$ cat src/rtl/mem_access_ctrl_if.sv
// Bundles the CPU request/response handshake and the word-wide data-memory
// bus of mem_access_ctrl. "slave" is the controller's view, "master" is the
// view of the CPU and memory side that surrounds it.
interface mem_access_ctrl_if;
  logic        req_valid;
  logic        req_ready;
  logic        req_write;
  logic [1:0]  req_size;
  logic        req_signed;
  logic [31:0] req_addr;
  logic [31:0] req_wdata;
  logic        rsp_done;
  logic [31:0] rsp_data;
  logic [1:0]  rsp_exc;
  logic [31:0] mem_addr;
  logic        mem_rd;
  logic        mem_wr;
  logic [31:0] mem_wdata;
  logic [31:0] mem_rdata;

  modport master (
    output req_valid, req_write, req_size, req_signed, req_addr, req_wdata, mem_rdata,
    input  req_ready, rsp_done, rsp_data, rsp_exc, mem_addr, mem_rd, mem_wr, mem_wdata
  );

  modport slave (
    input  req_valid, req_write, req_size, req_signed, req_addr, req_wdata, mem_rdata,
    output req_ready, rsp_done, rsp_data, rsp_exc, mem_addr, mem_rd, mem_wr, mem_wdata
  );
endinterface

$ cat src/rtl/mem_access_ctrl.sv
// mem_access_ctrl: sequences one CPU data-memory load/store per request.
// Loads read the word and return the addressed lane(s) right-justified;
// sub-word stores do a read-modify-write; misaligned or invalid-size
// requests complete without touching memory and report an exception code.
// Optional feature: define SIGN_EXT_EN to sign-extend byte/half loads that
// carry req_signed=1 (otherwise all loads zero-extend).
//
// state | meaning
// IDLE  | waiting for a request, req_ready high
// RD    | mem_rd held for MEM_LAT cycles, data captured on the last one
// WR    | single-cycle mem_wr with the (merged) word
// DONE  | rsp_done pulse with rsp_data / rsp_exc
module mem_access_ctrl #(
  parameter int unsigned MEM_LAT = 1
) (
  input logic           clk,
  input logic           reset,
  mem_access_ctrl_if.slave bus
);

  typedef enum logic [1:0] {IDLE, RD, WR, DONE} state_t;

  localparam logic [1:0] LAT_M1 = 2'(MEM_LAT - 1);

  state_t      state_q, state_d;
  logic        write_q, write_d;
  logic [1:0]  size_q, size_d;
  logic [1:0]  lo_q, lo_d;
  logic [15:0] wdata_q, wdata_d;
  logic [1:0]  cnt_q, cnt_d;
  logic        rsp_done_q, rsp_done_d;
  logic [31:0] rsp_data_q, rsp_data_d;
  logic [1:0]  rsp_exc_q, rsp_exc_d;
  logic        mem_rd_q, mem_rd_d;
  logic        mem_wr_q, mem_wr_d;
  logic [31:0] mem_wdata_q, mem_wdata_d;
  logic [31:0] mem_addr_q, mem_addr_d;
  logic        sext;
  logic [1:0]  exc_in;

`ifdef SIGN_EXT_EN
  logic        signed_q, signed_d;
  assign sext = signed_q;
`else
  logic        unused_signed;
  assign unused_signed = bus.req_signed;
  assign sext = 1'b0;
`endif

  function automatic logic [1:0] fault_code(input logic wr, input logic [1:0] sz,
                                            input logic [1:0] lo);
    logic [1:0] code;
    code = 2'b00;
    if (sz == 2'b11) code = 2'b11;
    else if ((sz == 2'b01 && lo[0]) || (sz == 2'b10 && lo != 2'b00))
      code = wr ? 2'b10 : 2'b01;
    return code;
  endfunction

  function automatic logic [31:0] load_ext(input logic [31:0] w, input logic [1:0] sz,
                                           input logic [1:0] lo, input logic sx);
    logic [7:0]  b;
    logic [15:0] h;
    logic [31:0] r;
    b = w[{lo, 3'b000} +: 8];
    h = lo[1] ? w[31:16] : w[15:0];
    case (sz)
      2'b00:   r = {{24{sx & b[7]}}, b};
      2'b01:   r = {{16{sx & h[15]}}, h};
      default: r = w;
    endcase
    return r;
  endfunction

  // Sub-word store: replace only the addressed lane(s) of the old word.
  function automatic logic [31:0] merge(input logic [31:0] w, input logic [1:0] sz,
                                        input logic [1:0] lo, input logic [15:0] wd);
    logic [31:0] r;
    r = w;
    if (sz == 2'b00) r[{lo, 3'b000} +: 8] = wd[7:0];
    else             r[{lo[1], 4'b0000} +: 16] = wd;
    return r;
  endfunction

  assign exc_in = fault_code(bus.req_write, bus.req_size, bus.req_addr[1:0]);

  // Next state plus registered outputs for the cycle that follows.
  always_comb begin
    state_d     = state_q;
    write_d     = write_q;
    size_d      = size_q;
    lo_d        = lo_q;
    wdata_d     = wdata_q;
    cnt_d       = cnt_q;
    rsp_done_d  = 1'b0;
    rsp_data_d  = 32'h0;
    rsp_exc_d   = 2'b00;
    mem_rd_d    = 1'b0;
    mem_wr_d    = 1'b0;
    mem_wdata_d = mem_wdata_q;
    mem_addr_d  = mem_addr_q;
`ifdef SIGN_EXT_EN
    signed_d    = signed_q;
`endif
    case (state_q)
      IDLE: begin
        if (bus.req_valid) begin
          write_d    = bus.req_write;
          size_d     = bus.req_size;
          lo_d       = bus.req_addr[1:0];
          wdata_d    = bus.req_wdata[15:0];
          mem_addr_d = {bus.req_addr[31:2], 2'b00};
`ifdef SIGN_EXT_EN
          signed_d   = bus.req_signed;
`endif
          if (exc_in != 2'b00) begin
            state_d    = DONE;
            rsp_done_d = 1'b1;
            rsp_exc_d  = exc_in;
          end else if (bus.req_write && bus.req_size == 2'b10) begin
            state_d     = WR;
            mem_wr_d    = 1'b1;
            mem_wdata_d = bus.req_wdata;
          end else begin
            state_d  = RD;
            mem_rd_d = 1'b1;
            cnt_d    = LAT_M1;
          end
        end
      end
      RD: begin
        if (cnt_q != 2'd0) begin
          cnt_d    = cnt_q - 2'd1;
          mem_rd_d = 1'b1;
        end else if (write_q) begin
          state_d     = WR;
          mem_wr_d    = 1'b1;
          mem_wdata_d = merge(bus.mem_rdata, size_q, lo_q, wdata_q);
        end else begin
          state_d    = DONE;
          rsp_done_d = 1'b1;
          rsp_data_d = load_ext(bus.mem_rdata, size_q, lo_q, sext);
        end
      end
      WR: begin
        state_d    = DONE;
        rsp_done_d = 1'b1;
      end
      DONE:    state_d = IDLE;
      default: state_d = IDLE;
    endcase
  end

  // State, latched request and registered outputs; reset drops any request.
  always_ff @(posedge clk) begin
    if (!reset) begin
      state_q     <= IDLE;
      write_q     <= 1'b0;
      size_q      <= 2'b00;
      lo_q        <= 2'b00;
      wdata_q     <= 16'h0;
      cnt_q       <= 2'd0;
      rsp_done_q  <= 1'b0;
      rsp_data_q  <= 32'h0;
      rsp_exc_q   <= 2'b00;
      mem_rd_q    <= 1'b0;
      mem_wr_q    <= 1'b0;
      mem_wdata_q <= 32'h0;
      mem_addr_q  <= 32'h0;
`ifdef SIGN_EXT_EN
      signed_q    <= 1'b0;
`endif
    end else begin
      state_q     <= state_d;
      write_q     <= write_d;
      size_q      <= size_d;
      lo_q        <= lo_d;
      wdata_q     <= wdata_d;
      cnt_q       <= cnt_d;
      rsp_done_q  <= rsp_done_d;
      rsp_data_q  <= rsp_data_d;
      rsp_exc_q   <= rsp_exc_d;
      mem_rd_q    <= mem_rd_d;
      mem_wr_q    <= mem_wr_d;
      mem_wdata_q <= mem_wdata_d;
      mem_addr_q  <= mem_addr_d;
`ifdef SIGN_EXT_EN
      signed_q    <= signed_d;
`endif
    end
  end

  assign bus.req_ready = (state_q == IDLE) && reset;
  assign bus.rsp_done  = rsp_done_q;
  assign bus.rsp_data  = rsp_data_q;
  assign bus.rsp_exc   = rsp_exc_q;
  assign bus.mem_rd    = mem_rd_q;
  assign bus.mem_wr    = mem_wr_q;
  assign bus.mem_wdata = mem_wdata_q;
  assign bus.mem_addr  = mem_addr_q;

endmodule

$ cat src/flat_wrapper.sv
// flat-port wrapper written by rule: the top's interface ports become plain ports
module mem_access_ctrl_flat 
#(
  parameter int unsigned MEM_LAT = 1
)
  (clk, reset, bus_req_valid, bus_req_write, bus_req_size, bus_req_signed, bus_req_addr, bus_req_wdata, bus_mem_rdata, bus_req_ready, bus_rsp_done, bus_rsp_data, bus_rsp_exc, bus_mem_addr, bus_mem_rd, bus_mem_wr, bus_mem_wdata);
  mem_access_ctrl_if bus_i ();
  input logic clk;
  input logic reset;
  input wire logic [$bits(bus_i.req_valid)-1:0] bus_req_valid;
  input wire logic [$bits(bus_i.req_write)-1:0] bus_req_write;
  input wire logic [$bits(bus_i.req_size)-1:0] bus_req_size;
  input wire logic [$bits(bus_i.req_signed)-1:0] bus_req_signed;
  input wire logic [$bits(bus_i.req_addr)-1:0] bus_req_addr;
  input wire logic [$bits(bus_i.req_wdata)-1:0] bus_req_wdata;
  input wire logic [$bits(bus_i.mem_rdata)-1:0] bus_mem_rdata;
  output wire logic [$bits(bus_i.req_ready)-1:0] bus_req_ready;
  output wire logic [$bits(bus_i.rsp_done)-1:0] bus_rsp_done;
  output wire logic [$bits(bus_i.rsp_data)-1:0] bus_rsp_data;
  output wire logic [$bits(bus_i.rsp_exc)-1:0] bus_rsp_exc;
  output wire logic [$bits(bus_i.mem_addr)-1:0] bus_mem_addr;
  output wire logic [$bits(bus_i.mem_rd)-1:0] bus_mem_rd;
  output wire logic [$bits(bus_i.mem_wr)-1:0] bus_mem_wr;
  output wire logic [$bits(bus_i.mem_wdata)-1:0] bus_mem_wdata;
  assign bus_i.req_valid = bus_req_valid;
  assign bus_i.req_write = bus_req_write;
  assign bus_i.req_size = bus_req_size;
  assign bus_i.req_signed = bus_req_signed;
  assign bus_i.req_addr = bus_req_addr;
  assign bus_i.req_wdata = bus_req_wdata;
  assign bus_i.mem_rdata = bus_mem_rdata;
  assign bus_req_ready = bus_i.req_ready;
  assign bus_rsp_done = bus_i.rsp_done;
  assign bus_rsp_data = bus_i.rsp_data;
  assign bus_rsp_exc = bus_i.rsp_exc;
  assign bus_mem_addr = bus_i.mem_addr;
  assign bus_mem_rd = bus_i.mem_rd;
  assign bus_mem_wr = bus_i.mem_wr;
  assign bus_mem_wdata = bus_i.mem_wdata;
  mem_access_ctrl #(.MEM_LAT(MEM_LAT)) u_core (.clk(clk), .reset(reset), .bus(bus_i));
endmodule
$ cat config.mk
export PLATFORM = sky130hd
export DESIGN_NAME = mem_access_ctrl_flat
export DESIGN_NICKNAME = d
export VERILOG_FILES = /design/src/rtl/mem_access_ctrl_if.sv /design/src/rtl/mem_access_ctrl.sv /design/src/flat_wrapper.sv
export SDC_FILE = /design/constraint.sdc
export NUM_CORES = 1
export LEC_CHECK = 0
export CORE_ASPECT_RATIO = 0.6
export CORE_MARGIN = 2
export CORE_UTILIZATION = 40
export CTS_BUF_LIST = sky130_fd_sc_hd__clkbuf_8 sky130_fd_sc_hd__clkbuf_16
export DETAILED_ROUTE_END_ITERATION = 16
export GPL_ROUTABILITY_DRIVEN = 0
export GPL_TIMING_DRIVEN = 0
export PLACE_DENSITY = 0.8
export SETUP_SLACK_MARGIN = 0.02
export SYNTH_ARGS = -nofsm -noshare
export SYNTH_HDL_FRONTEND = slang
export SYNTH_SLANG_ARGS = --single-unit
$ cat constraint.sdc
create_clock -name clk -period 2.2 [get_ports clk]
set_input_delay 0.22 -clock clk [delete_from_list [all_inputs] [get_ports clk]]
set_output_delay 0.22 -clock clk [all_outputs]
set_load 0.01 [all_outputs]
==> metrics.txt, run 1 <==
power density cells=1040 mW/mm^2; RSZ-0062 raised after global routing=yes; buffers from clock root to sink, at most=2; maximum capacitance violations=0; height of the chip=99.3 um; vias per std cell=5.57; largest net degree at the start of global routing=17; Vias=6311; transition at the pin with the smallest max-transition slack=0.639 ns; result of the run=complete, no violations; net count of the finished layout=1035; Overall Power=9.30 mW; layout cells sized above 1=8.34%; detailed-route DRC error count=0; total number of placement rows=34; Placed Instance Area=0.00829 mm^2; Final HPWL DP=16800 um; Worst Clk Skew=0.0129 ns; # clock sinks=124; arrival time reported for the critical path endpoint=1.93 ns; post-route minimum period=2.15 ns; top-area cell type share of the netlist area=41.0%; most common cell in the synthesized netlist=nand2_1; Switching Fraction=36.5%; share of flip-flops with an asynchronous set or reset after synthesis=0%; Initial Util=41.4%; Final Hold Viols=0; Max Slew Vio Count=0; summed instance area of the synthesized netlist=0.00605 mm^2; number of global-route vias before repair=6029; area growth from synthesis to layout=48.3%; count of buffers from port buffering=198; Synth area leader=dfxtp_1; DR WL/cell=19.5 um; YS warnings=0; count of state elements after synthesis=124; portion of total power attributed to the clock network=29.2%; number of endpoints failing setup at the final stage=0; R2R cell count=8; Primary FF master, synth=dfxtp_1; CTS tree=yes; final instance area=0.00898 mm^2; antenna violations before repair=0; Num CTS Buffers=17; P_sw=3.40 mW; Crit path required time=1.98 ns; synthesized area divided by synthesized cell count=8.59 um^2; diode count=0; worst hold slack after final layout=0.0948 ns; post-synthesis instance total=705; kind of critical path=reg -> out; Initial DRT Pass Iterations=5; Synth top cells by count=182 x nand2_1, 124 x dfxtp_1, 76 x mux2i_1; Overall Global Routing Usage=27.0%; largest fanout on the critical path=9; first-pass GRT wire length=33500 um; count of H-tree levels built during CTS=4; portion of the post-synthesis area used by sequential elements=41.0%; Hold Crit Depth=3; share of power burned in combinational logic=39.6%; class of the tightest hold or removal check=in -> reg; main area contributors after synthesis=dfxtp_1 41%, mux2i_1 13%, nand2_1 11%; fraction of power consumed by sequential logic=31.3%; I/O Pins=205; detailed-route wire length=22100 um; core area=0.0146 mm^2; Final Worst Setup Slack=0.0465 ns; P_int=5.91 mW; number of flops mapped to enable cells by yosys=0; CTS Root Cell=clkbuf_16; number of unique standard cell types used by synthesis=46; Leak=3.41 nW; clock network latency to the later pin of the worst-skew pair=0.42 ns; Peak VDD IR=431 uV; hold bufs inserted after CTS=0; Iter 0 DRT Violations=722; sum of overflow across all layers after global routing=0; element type at the critical path start=flop; Horiz. Die Dim=163 um; remaining max-slew budget at the tightest pin=57.4%; Highest Clock Rate=464 MHz; antenna-violating nets left=0; crit path capture type=output port; part of the cycle the worst path needs=97.9%; clock edge transition at the registers on the reported setup and hold paths=0.06 ns; overall die area=0.0162 mm^2; DP Worst Slack=-0.560 ns
metrics by stage:
| step | util [%] | TNS [ns] | cells |
|---|---|---|---|
| 2_1_floorplan | - | 0 | 706 |
| 3_3_place_gp | 56.6 | -13.93 | 1102 |
| 3_5_place_dp | 56.6 | -17.53 | 1102 |
| 4_1_cts | 60.7 | 0 | 1133 |
| 5_1_grt | 61.3 | -0.00238 | 1133 |
| 6_report | 61.3 | 0 | 1133 |
registers in the layout (all words and copies together) (netlist names):
register,count
u_core.bus.rsp_data,32
u_core.bus.mem_wdata,32
u_core.bus.mem_wr,1
u_core.cnt_q,2
u_core.bus.mem_rd,1
u_core.bus.mem_addr,30
u_core.write_q,1
u_core.lo_q,2
u_core.bus.rsp_done,1
u_core.bus.rsp_exc,2
u_core.size_q,2
u_core.wdata_q,16
u_core.state_q,2
area by class of cell:
cell class / count / area, um^2
Buffer: 59 / 330
Clock buffer: 17 / 425
Clock inverter: 15 / 140
Fill cell: 1265 / 5660
Inverter: 16 / 63.8
Multi-Input combinational cell: 503 / 3270
Sequential cell: 124 / 2480
Tap cell: 198 / 248
Timing Repair Buffer: 201 / 2020
worst paths after layout:
kind / slack [ns] / end / startpoint
hold reg to reg: 0.45 / u_core.bus.mem_addr[21]$_SDFFE_PN0P_ / u_core.bus.mem_addr[21]$_SDFFE_PN0P_
setup reg to reg: 0.13 / u_core.bus.mem_wdata[16]$_SDFFE_PN0P_ / u_core.lo_q[1]$_SDFFE_PN0P_
setup / recovery: 0.05 / bus_req_ready / u_core.state_q[0]$_SDFFE_PN0P_
hold / removal: 0.09 / u_core.bus.rsp_exc[0]$_SDFF_PN0_ / bus_req_size[0]
cells by family after synthesis:
kind of cell	synth area share, %
muxes	12.9
AOI/OAI and AO/OA	20.6
DFF	41.0
and+or+nand+nor	17.2
other	0.0619
buffers and inverters	6.20
adders and majority gates	2.07
power groups by stage:
stage | sequential, mW | clock [mW] | combinational, mW
detailed placement | 2.94 | 0 | 3.48
global placement | 2.92 | 0 | 3.46
CTS | 2.89 | 2.74 | 3.54
floorplan | 3.01 | 0 | 1.98
finish | 2.91 | 2.71 | 3.68
global route | 2.95 | 2.83 | 3.96
metal layers:
layer	up-vias	GRT usage [%]	wire length (um)
li1	2941	-	-
met1	2971	38.5	9940
met2	373	37.1	8670
met3	26	11.6	3270
met4	0	6.67	226
met5	-	0	0
placed cells by master, fill, tap and decap left out, drive strengths merged, types with 2 or more instances in the layout:
| cell | n |
|---|---|
| o311ai | 2 |
| nand2 | 182 |
| and2 | 16 |
| o21ai | 2 |
| clkinvlp | 2 |
| nor2b | 3 |
| o2111ai | 32 |
| a22oi | 16 |
| dfxtp | 124 |
| clkbuf | 56 |
| mux2i | 76 |
| or3 | 2 |
| clkinv | 7 |
| conb | 2 |
| nor2 | 27 |
| or4 | 2 |
| a21oi | 59 |
| clkdlybuf4s50 | 198 |
| nor4bb | 3 |
| a21o | 2 |
| inv | 21 |
| ha | 10 |
| nand4 | 2 |
| a221o | 32 |
| o21a | 4 |
| a22o | 10 |
| a21boi | 2 |
| buf | 23 |
| mux2 | 2 |
critical path, cell delays in order, from the launching register on:
cell and delay (ns):
dfxtp_1 0.44, inv_1 0.13, ha_4 0.21, inv_1 0.18, nor2_1 0.07, clkdlybuf4s50_1 0.49
timing repair:
item                                    CTS  global route
endpoints found under the hold margin     0             0
resized for setup                        13            30
pin swaps                                 0             1
endpoints found under the setup margin   93            94
buffers inserted                          2             1
Note: power is estimated with default switching activity, not from simulation.
==> inputs of run 2 (changes only) <==
ABC_CLOCK_PERIOD_IN_PS = 2100   (was unset)
PLACE_DENSITY = 0.77   (was 0.8)
clock period = 2.1 ns   (was 2.2 ns; I/O delays follow)
==> run 2 against run 1 <==
  * Count of clock-buffer cells in the layout increased by 1
  * Global-route usage about the same
  * Setup slack improved by 0.068 ns
  * Design area increased by 0.39%
  * Cell count about the same
  * Power increased by 5.9%
  * Critical path type is now reg -> reg
  * Largest cell class unchanged
  * Largest power group unchanged
==> metrics.txt, run 2 (synthesis results as in run 1) <==
Final Hold Viols=0 (unchanged); Leak=3.42 nW (+0.40%); Initial Util=41.4% (unchanged); Peak VDD IR=495 uV (+15%); element type at the critical path start=flop; post-route minimum period=1.99 ns; Max Slew Vio Count=0 (unchanged); CTS Root Cell=clkbuf_16; number of global-route vias before repair=5917 (-1.9%); Initial DRT Pass Iterations=7 (+2); Crit path required time=2.39 ns (+0.41 ns); height of the chip=99.3 um (unchanged); sum of overflow across all layers after global routing=0 (unchanged); Overall Global Routing Usage=26.9% (-0.045 points); Highest Clock Rate=504 MHz; total number of placement rows=34 (unchanged); Num CTS Buffers=17 (unchanged); Horiz. Die Dim=163 um (unchanged); layout cells sized above 1=9.19% (+0.85 points); first-pass GRT wire length=33500 um (about the same); CTS tree=yes; result of the run=complete, no violations; number of endpoints failing setup at the final stage=0 (unchanged); antenna-violating nets left=0 (unchanged); clock edge transition at the registers on the reported setup and hold paths=0.06 ns (about the same); net count of the finished layout=1036 (+0.097%); clock network latency to the later pin of the worst-skew pair=0.42 ns (about the same); antenna violations before repair=0 (unchanged); leading cell types in the layout, fill and taps excluded=197 x clkdlybuf4s50_1, 182 x nand2_1, 121 x dfxtp_1; detailed-route DRC error count=0 (unchanged); RSZ-0062 raised after global routing=yes; area growth from synthesis to layout=48.9%; Vias=6270 (-0.65%); overall die area=0.0162 mm^2 (unchanged); Fillers=1287 (+1.7%); detailed-route wire length=22100 um (+0.17%); worst hold slack after final layout=0.0726 ns (-0.0222 ns); vias per std cell=5.53 (-0.74%); power density cells=1090 mW/mm^2 (+5.5%); DR WL/cell=19.5 um (about the same); part of the cycle the worst path needs=94.6%; leading cell type in the layout, fill and taps excluded=clkdlybuf4s50_1; largest fanout on the critical path=10 (+1); core area=0.0146 mm^2 (unchanged); kind of critical path=reg -> reg; I/O Pins=205 (unchanged); transition at the pin with the smallest max-transition slack=0.672 ns (+0.0333 ns); Iter 0 DRT Violations=592 (-18%); class of the tightest hold or removal check=in -> reg; Final HPWL DP=16700 um (-0.38%); count of buffers from port buffering=198 (unchanged); count of H-tree levels built during CTS=4 (unchanged); diode count=0 (unchanged); remaining max-slew budget at the tightest pin=55.2% (-2.2 points); # clock sinks=124 (unchanged); buffers from clock root to sink, at most=2 (unchanged); Worst Clk Skew=0.0107 ns (-0.00219 ns); Overall Power=9.85 mW (+5.9%); Final TNS setup=0 ns (unchanged); maximum capacitance violations=0 (unchanged); largest net degree at the start of global routing=17 (unchanged); arrival time reported for the critical path endpoint=2.27 ns (+0.34 ns); crit path capture type=flop
[run 2: cell types whose count changed in the layout (fill, tap and decap cells not counted), sizes merged]
cell           delta
buf               +2
clkdlybuf4s50     -1
clkinv            -3
dlygate4sd2       +1
inv               +2
[run 2: path summary, 6_finish.rpt]
check,start,end,slack [ns],depth (start not counted)
setup / recovery,u_core.state_q[1]$_SDFFE_PN0P_,u_core.bus.mem_wdata[1]$_SDFFE_PN0P_,0.11,8
hold / removal,bus_req_size[0],u_core.bus.rsp_exc[0]$_SDFF_PN0_,0.07,3
setup reg to reg,u_core.state_q[1]$_SDFFE_PN0P_,u_core.bus.mem_wdata[1]$_SDFFE_PN0P_,0.11,8
hold reg to reg,u_core.bus.mem_addr[17]$_SDFFE_PN0P_,u_core.bus.mem_addr[17]$_SDFFE_PN0P_,0.45,2
[run 2: layout make-up]
cell class | instances | area (um^2) | area share (%)
multi-input cells | 503 | 3290 | 36.6
plain buffers | 60 | 347 | 3.85
well taps | 198 | 248 | 2.75
flip-flops and latches | 124 | 2490 | 27.6
inverters | 16 | 60.1 | 0.666
clock buffers | 18 | 439 | 4.87
repair buffers | 201 | 2000 | 22.2
clock inverters | 14 | 135 | 1.50
[run 2: power breakdown]
group | switching (mW) | total [mW] | internal (mW) | leakage [nW]
Sequential | 0.296 | 3.05 | 2.75 | 1.01
Combinational | 2.10 | 3.91 | 1.81 | 2.13
Clock | 1.21 | 2.90 | 1.68 | 0.281
[run 2: repair_timing]
action | in CTS | in global routing
buffers inserted | 2 | 1
endpoints found under the hold margin | 0 | 0
gates resized for setup | 33 | 16
hold buffers | 0 | 0
endpoints found under the setup margin | 98 | 86
[run 2: worst max-delay path, cell delays in order, from the launching register on]
cell       delay, ns
dfxtp_1         0.33
inv_2           0.11
ha_4            0.18
or3b_1          0.35
clkbuf_1        0.14
buf_2           0.21
a221o_1         0.28
o2111ai_1       0.14
mux2i_1         0.12
[run 2: per-stage QoR]
step / area, um^2 / setup slack, ns / cells / utilization, %
6_report: 9010 / 0.114 / 1134 / 61.6
5_1_grt: 9010 / 0.00507 / 1134 / 61.6
4_1_cts: 8980 / 0.0493 / 1134 / 61.3
3_5_place_dp: 8290 / -0.516 / 1102 / 56.7
3_3_place_gp: 8290 / -0.402 / 1102 / 56.7
2_1_floorplan: 6060 / 0.0205 / 706 / -
[run 2: layer usage]
layer  vias up  GRT usage [%]  share of wire [%]
li1       2949              -                  -
met1      2950           39.2                 46
met2       348           37.3                 39
met3        23           10.8                 14
met4         0           5.24               0.93
met5         -              0                  0
